--- src/rtl/kitchen_timer_mc.sv ---
// kitchen_timer_mc: multi-channel BCD kitchen timer sharing one free-running one-second prescaler
module kitchen_timer_mc #(
    parameter int NUM_CH   = 2,
    parameter int TICK_DIV = 50000000,
    parameter int MAX_MIN  = 99,
    localparam int CW      = (NUM_CH > 1) ? $clog2(NUM_CH) : 1
) (
    input  logic          clock,
    input  logic          reset_n,
    input  logic [CW-1:0] ch_sel,
    input  logic [6:0]    num,
    input  logic          load_min,
    input  logic          load_sec,
    input  logic          start,
    input  logic          pause,
    input  logic          clear,
    input  logic          up,
    output logic [3:0]    disp_min_1,
    output logic [3:0]    disp_min_0,
    output logic [3:0]    disp_sec_1,
    output logic [3:0]    disp_sec_0,
    output logic [1:0]    disp_state,
    output logic [NUM_CH-1:0] done,
    output logic          led
);
    localparam int PW = $clog2(TICK_DIV);
    localparam logic [15:0] MAX_V = {4'(MAX_MIN / 10), 4'(MAX_MIN % 10), 4'd5, 4'd9};

    typedef enum logic [1:0] {IDLE = 2'd0, RUN = 2'd1, PAUSED = 2'd2, DONE = 2'd3} state_t;

    state_t st [NUM_CH];
    state_t st_nxt [NUM_CH];
    logic [15:0] val [NUM_CH];
    logic [15:0] val_nxt [NUM_CH];
    logic [NUM_CH-1:0] dir, dir_nxt, sel;
    logic [4:0] prev;
    logic [PW-1:0] pre;
    logic tick, lm_e, ls_e, st_e, pa_e, cl_e;
    logic [15:0] disp_v;
    logic [1:0] ds;

    assign {lm_e, ls_e, st_e, pa_e, cl_e} = {load_min, load_sec, start, pause, clear} & ~prev;
    assign tick = (pre == PW'(TICK_DIV - 1));

    for (genvar g = 0; g < NUM_CH; g++) begin : g_ch
        assign sel[g]  = (ch_sel == CW'(g));
        assign done[g] = (st[g] == DONE);
    end

    assign led = |done;
    assign {disp_min_1, disp_min_0, disp_sec_1, disp_sec_0} = disp_v;
    assign disp_state = ds;

    function automatic logic [7:0] to_bcd(input logic [6:0] n, input int lim);
        logic [6:0] v;
        v = (int'(n) > lim) ? 7'(lim) : n;
        return {4'(v / 7'd10), 4'(v % 7'd10)};
    endfunction

    function automatic logic [15:0] bcd_dec(input logic [15:0] v);
        logic [3:0] a, b, c, d;
        {a, b, c, d} = v;
        if (d != 4'd0) d = d - 4'd1;
        else begin
            d = 4'd9;
            if (c != 4'd0) c = c - 4'd1;
            else begin
                c = 4'd5;
                if (b != 4'd0) b = b - 4'd1;
                else begin
                    b = 4'd9;
                    a = a - 4'd1;
                end
            end
        end
        return {a, b, c, d};
    endfunction

    function automatic logic [15:0] bcd_inc(input logic [15:0] v);
        logic [3:0] a, b, c, d;
        {a, b, c, d} = v;
        if (d != 4'd9) d = d + 4'd1;
        else begin
            d = 4'd0;
            if (c != 4'd5) c = c + 4'd1;
            else begin
                c = 4'd0;
                if (b != 4'd9) b = b + 4'd1;
                else begin
                    b = 4'd0;
                    a = a + 4'd1;
                end
            end
        end
        return {a, b, c, d};
    endfunction

    // per-channel next state: commands in priority order, otherwise count on tick
    always_comb begin
        for (int i = 0; i < NUM_CH; i++) begin
            st_nxt[i]  = st[i];
            val_nxt[i] = val[i];
            dir_nxt[i] = dir[i];
            if (sel[i] && cl_e) begin
                st_nxt[i]  = IDLE;
                val_nxt[i] = '0;
            end else if (sel[i] && (lm_e || ls_e) && (st[i] == IDLE || st[i] == DONE)) begin
                st_nxt[i] = IDLE;
                if (lm_e) val_nxt[i][15:8] = to_bcd(num, MAX_MIN);
                if (ls_e) val_nxt[i][7:0] = to_bcd(num, 59);
            end else if (sel[i] && st_e && st[i] == IDLE) begin
                dir_nxt[i] = up;
                st_nxt[i]  = (!up && val[i] == 16'h0) ? DONE : RUN;
            end else if (sel[i] && (st_e || pa_e) && st[i] == PAUSED) begin
                st_nxt[i] = RUN;
            end else if (sel[i] && pa_e && st[i] == RUN) begin
                st_nxt[i] = PAUSED;
            end else if (tick && st[i] == RUN) begin
                // a channel already sitting at its terminal value stops instead of wrapping
                if (dir[i] ? val[i] == MAX_V : val[i] == 16'h0) st_nxt[i] = DONE;
                else begin
                    val_nxt[i] = dir[i] ? bcd_inc(val[i]) : bcd_dec(val[i]);
                    st_nxt[i]  = (val_nxt[i] == (dir[i] ? MAX_V : 16'h0)) ? DONE : RUN;
                end
            end
        end
    end

    // state registers, command edge samples and the shared prescaler
    always_ff @(posedge clock or negedge reset_n) begin
        if (!reset_n) begin
            pre  <= '0;
            prev <= '0;
            dir  <= '0;
            for (int i = 0; i < NUM_CH; i++) begin
                st[i]  <= IDLE;
                val[i] <= '0;
            end
        end else begin
            pre  <= tick ? '0 : pre + 1'b1;
            prev <= {load_min, load_sec, start, pause, clear};
            dir  <= dir_nxt;
            for (int i = 0; i < NUM_CH; i++) begin
                st[i]  <= st_nxt[i];
                val[i] <= val_nxt[i];
            end
        end
    end

    // display mux of the selected channel; unselected range reads as zero
    always_comb begin
        disp_v = '0;
        ds     = 2'd0;
        for (int i = 0; i < NUM_CH; i++) begin
            if (sel[i]) begin
                disp_v = val[i];
                ds     = st[i];
            end
        end
    end
endmodule
--- config.mk ---
export PLATFORM = sky130hd
export DESIGN_NAME = kitchen_timer_mc
export DESIGN_NICKNAME = d
export VERILOG_FILES = /design/src/rtl/kitchen_timer_mc.sv
export SDC_FILE = /design/constraint.sdc
export NUM_CORES = 1
export LEC_CHECK = 0
export CAP_MARGIN = 20
export CORE_MARGIN = 2
export CORE_UTILIZATION = 58
export DETAILED_ROUTE_END_ITERATION = 8
export PLACE_DENSITY = 0.78
export SETUP_SLACK_MARGIN = 0.4
export SYNTH_ARGS = -nofsm -noshare
export SYNTH_HDL_FRONTEND = slang
export SYNTH_SLANG_ARGS = --single-unit
--- constraint.sdc ---
create_clock -name clock -period 8 [get_ports clock]
set_input_delay 2 -clock clock [delete_from_list [all_inputs] [get_ports clock]]
set_output_delay 2 -clock clock [all_outputs]
set_load 0.02 [all_outputs]
After elaboration in Yosys (flattened, before gate mapping):

Cells that the tools add are included.

* register bits after elaboration: 69
* input port bits: 16
* output and inout port bits: 21
* logic and storage cells: 310

* add/subtract/negate cells: 17
* divide/modulo/power cells: 4
* magnitude comparators: 2
* eq/ne operators: 29
* multiplexer cells: 193
* bitwise logic cells: 7
* reductions and logical operators: 48

Operators with widths (number)
* $mux 4: 148
* $mux 16: 19
* $mux 2: 19
* $ne 3x3->1 const B: 12
* $add 4x1->4 const B: 8
* $eq 16x16->1: 2
* $eq 16x16->1 const B: 2
* $logic_not 16->1: 2
* $sub 4x1->4 const B: 8
* $add 26x1->26 const B: 1
* $eq 26x26->1 const B: 1
* $mux 26: 1
* $reduce_and 6->1: 4
* $reduce_bool 4->1: 6
* $logic_and 1x1->1: 22
* $mux 8: 2
* $ne 4x4->1 const B: 4
* $div 7x4->7 const B: 2
* $mod 7x4->7 const B: 2
* $mux 7: 2
* $reduce_bool 6->1: 2
* $eq 2x2->1 const B: 4
* $ne 4x3->1 const B: 2
* $gt 7x6->1 const B: 1
* other kinds (12): 24

Logic depth before layout (Yosys ltp):

* depth after elaboration: 21
* gate-level depth with buffers: 21
* mapped depth without buffers: 19

Worst setup path after synthesis:

OpenSTA, ideal clock, no wires.

* kind: input to register
* start: input port num[5]
* end: register val[26] (netlist name)
* data arrival time: 5.987 ns
* required time: 7.905 ns
* slack: 1.918 ns
* stages on the path: 20
* cell sequence: clkbuf_1 > clkbuf_1 > nand2_1 > and2_1 > ha_1 > nand3_1 > o21a_1 > o21ai_0 > ha_1 > and2_1 > or4b_2 > o311ai_0 > or3_1 > a22o_1 > ha_1 > nand2_1 > o2111ai_1 > nand2_1 > o2bb2ai_1 > o31ai_1

* cells in the longest elaborated chain, start to end: 6

RTL lines
* start: declaration: line 11 `input logic [6:0] num,`
* $gt 7x7->1: line 56 `v = (int'(n) > lim) ? 7'(lim) : n;`
* $mux 7 *: line 56
* $mod 7x4->7 *: line 57 `return {4'(v / 7'd10), 4'(v % 7'd10)};`
* $mux 8 *: line 109 `if (lm_e) val_nxt[i][15:8] = to_bcd(num, MAX_MIN);`
* $mux 16 *: line 107 `end else if (sel[i] && (lm_e || ls_e) && (st[i] == IDLE || st[i] == DONE)) begin`
* $mux 16 *: line 104 `if (sel[i] && cl_e) begin`
* end signal: indexed assignment: line 145 `val[i] <= val_nxt[i];`
* end: declaration: line 33 `logic [15:0] val [NUM_CH];`

Every way passes the cells marked *; elsewhere a longest branch is shown, timed or not. The select of a mux whose other input is x is not followed.
A chain may end at the register's enable or synchronous reset.

Worst setup path in the final report:

* start: input port num[6]
* end: register val[26] (netlist name)

Same word-level chain as after synthesis.

==> impl_metrics.json <==
{
  "status": "completed",
  "crit_chain": "clkdlybuf4s50_1 > nand2_1 > and2_1 > ha_1 > nand3_1 > o21a_1 > o21ai_0 > ha_1 > and2_1 > or4b_2 > o311ai_0 > or3_1 > a22o_1 > ha_1 > nand2_1 > o2111ai_1 > nand2_1 > o2bb2ai_1 > o31ai_1",
  "grt_max_degree": 70,
  "wl_per_cell_um": 18.42,
  "clock_sinks": 69,
  "power_frac_clock": 0.147,
  "ys_top_cells_by_area": "dfrtp_1, o21ai_0, nand2_1",
  "rows": 38,
  "drt_iter0_markers": 572,
  "min_path_cells": 1,
  "numCtsBuffers": 9,
  "power.internal_w": 0.001036,
  "reg2reg_depth": 11,
  "drc": 0,
  "final-hold-violation-count": 0,
  "syn-num-nets": 886,
  "drt-total-wl_um": 18220,
  "peakVddDrop_uv": 188.2,
  "yosysWarnings": 0,
  "ioPinCount": 37,
  "cts_resized": 0,
  "r2r_end": "val[9]",
  "post-cts-setup-buffers": 0,
  "switching_share": 0.4918,
  "vias": 6424,
  "worst_pin_slew_ps": 919.4,
  "synth_top_cell_by_area": "dfrtp_1",
  "path_clk_slew_ps": 80,
  "power_density_nw_per_um2": 292.6,
  "synth_top_cell_area_share": 0.2707,
  "max_stage_delay_ps": 850,
  "max_freq_mhz": 147.8,
  "crit_fanout": 19,
  "layout-drive-gt1-share": 0.06714,
  "post_synth_num_cell_types": 76,
  "die_height_um": 108.9,
  "nNetsFinal": 888,
  "tns_ps": 0,
  "start_kind": "input pin",
  "grt_antenna_before_repair": 0,
  "synth.most_common_cell": "nand2_1",
  "async_reset_ff_frac": 1.000,
  "synth-edff-count": 0,
  "coreArea_sq_um": 10790,
  "dieArea_sq_um": 11850,
  "cts-root-buf": "clkbuf_8",
  "clk_latency_ps": 370,
  "utilization": 0.6455,
  "synth-seq-area-share": 0.2707,
  "synth_flop_cell": "dfrtp_1",
  "crit_slowest_cell": "clkdlybuf4s50_1",
  "syn-cell-area_sq_um": 6379,
  "gr-total-overflow": 0,
  "setup_ws_ps": 1235,
  "hold_end": "pre[0]",
  "ctsHoldBuffers": 0,
  "finalPower_w": 0.002038,
  "fin_crit_ps": 6765,
  "netlist_instances": 842,
  "firstDrtPassIters": 5,
  "h-tree-depth": 3,
  "timing.max_slew.rel_slack": 0.3871,
  "grt_pass1_vias": 6013,
  "n_antenna_cell": 0,
  "min_path_type": "reg -> reg",
  "p_sw_w": 0.001002,
  "drv_cap": 0,
  "drt-vias-per-instance": 6.495,
  "post-dp-hpwl_um": 13660,
  "ys_ff_latch": 69,
  "critPathKind": "in -> reg",
  "cts_tree": "built",
  "grt_pass1_wl_um": 29670,
  "setup_viol": 0,
  "syn_avg_cell_area_sq_um": 7.576,
  "ys_top_cells_by_count": "nand2_1, nor2_1, o21ai_0",
  "area_growth_pct": 9.219,
  "slew_viol_final": 0,
  "post-place-ws_ps": 963.5,
  "leakagePower_nw": 2.824,
  "seqPwrFrac": 0.324,
  "period_share": 0.8457,
  "clockBufferDepth": 2,
  "worstPathRequired_ps": 8270,
  "skew_ps": 12.31,
  "track_usage": 0.3200,
  "io_buffer_count": 36,
  "holdWs_ps": 490.2,
  "pwr-share-comb": 0.530,
  "gp_congestion": 0.9811,
  "critPathArrivalTime_ps": 7040,
  "die_w_um": 108.9,
  "r2r-start": "val[0]",
  "grt_setup_unrepaired": "false",
  "r2r_slack_ps": 4120,
  "hp-start": "pre[0]",
  "postRouteAntennaNets": 0,
  "endpoint_kind": "register",
  "start_util": 0.5910
}
layer usage:
layer  share of wire  vias up  track usage  routed length, um
li1                -     3049            -                  -
met1            0.45     3048       0.4477               8145
met3           0.084       33      0.06336               1532
met2            0.45      294       0.5102               8223
met5               0        -            0                  0
met4           0.018        0      0.07509                321
worst max-delay path: cells and delay by family:
kind	cells	cell delay (ps)
adder cells (fa/ha/maj)	3	770
buffers and inverters	1	850
AND/OR/NAND/NOR	8	1940
AO/OA/AOI/OAI	7	1470
state kept, by name (all words and copies together), names as in the netlist:
register	flops
st	4
prev	5
pre	26
dir	2
val	32
power groups by stage:
stage	registers [W]	logic, W	clock network (W)
after global routing	0.000676	0.00120	0.000318
after global placement	0.000650	0.00102	0
after CTS	0.000649	0.00106	0.000302
after detailed placement	0.000657	0.00106	0
final	0.000660	0.00108	0.000299
after floorplan	0.000498	0.000878	0
metrics by stage:
step                cell area, sq um  instances
floorplan                       6379        842
global placement                6740        972
detailed placement              6740        972
CTS                             6942        988
global route                    6967        989
finish                          6967        989
logic make-up after synthesis:
group                    count (synthesis)  synth area share
flip-flops                              69            0.2707
AND/OR/NAND/NOR                        368            0.2882
adder cells (fa/ha/maj)                 28           0.05492
AO/OA/AOI/OAI                          229            0.2340
multiplexers                            26           0.04374
XOR/XNOR                                42           0.05767
buffers and inverters                   80           0.05080
final cells by class:
type | instances | area, sq um
multi-input combinational | 693 | 4333
tap | 140 | 175.2
inverter | 28 | 105.1
timing repair buffer | 43 | 425.4
fill | 920 | 3826
clock inverter | 5 | 60.06
sequential | 69 | 1727
clock buffer | 11 | 141.4
worst max path at each step:
stage	startpoint	to	slack, ps	depth (start not counted)
finish	num[6]	val[26]	1230	19
global route	num[6]	val[26]	820	19
floorplan	num[5]	val[26]	1920	20
detailed placement	num[6]	val[26]	960	19
global placement	num[6]	val[26]	1190	19
CTS	num[6]	val[26]	1320	19
placed cells by master (no fill, tap or decap), types with 8 or more instances in the layout:
cell type / netlist / routed
clkbuf_8: 0 / 10
mux2_2: 15 / 15
nor2b_1: 10 / 10
a31oi_1: 10 / 10
mux2i_1: 11 / 11
dfrtp_1: 69 / 69
or3_1: 12 / 12
xor2_1: 19 / 19
ha_1: 28 / 28
o31ai_1: 9 / 9
or2_2: 8 / 8
clkdlybuf4s50_1: 0 / 35
xnor2_1: 23 / 23
nand2_1: 95 / 95
a21oi_1: 45 / 45
nor3_1: 28 / 27
inv_1: 28 / 28
and2_1: 12 / 12
and3_1: 11 / 11
o21ai_0: 78 / 78
a22o_1: 8 / 8
nand3_1: 40 / 40
nand4_1: 14 / 14
nand2b_1: 9 / 9
nor2_1: 90 / 90
No activity file was read; power rests on OpenSTA's default activity.
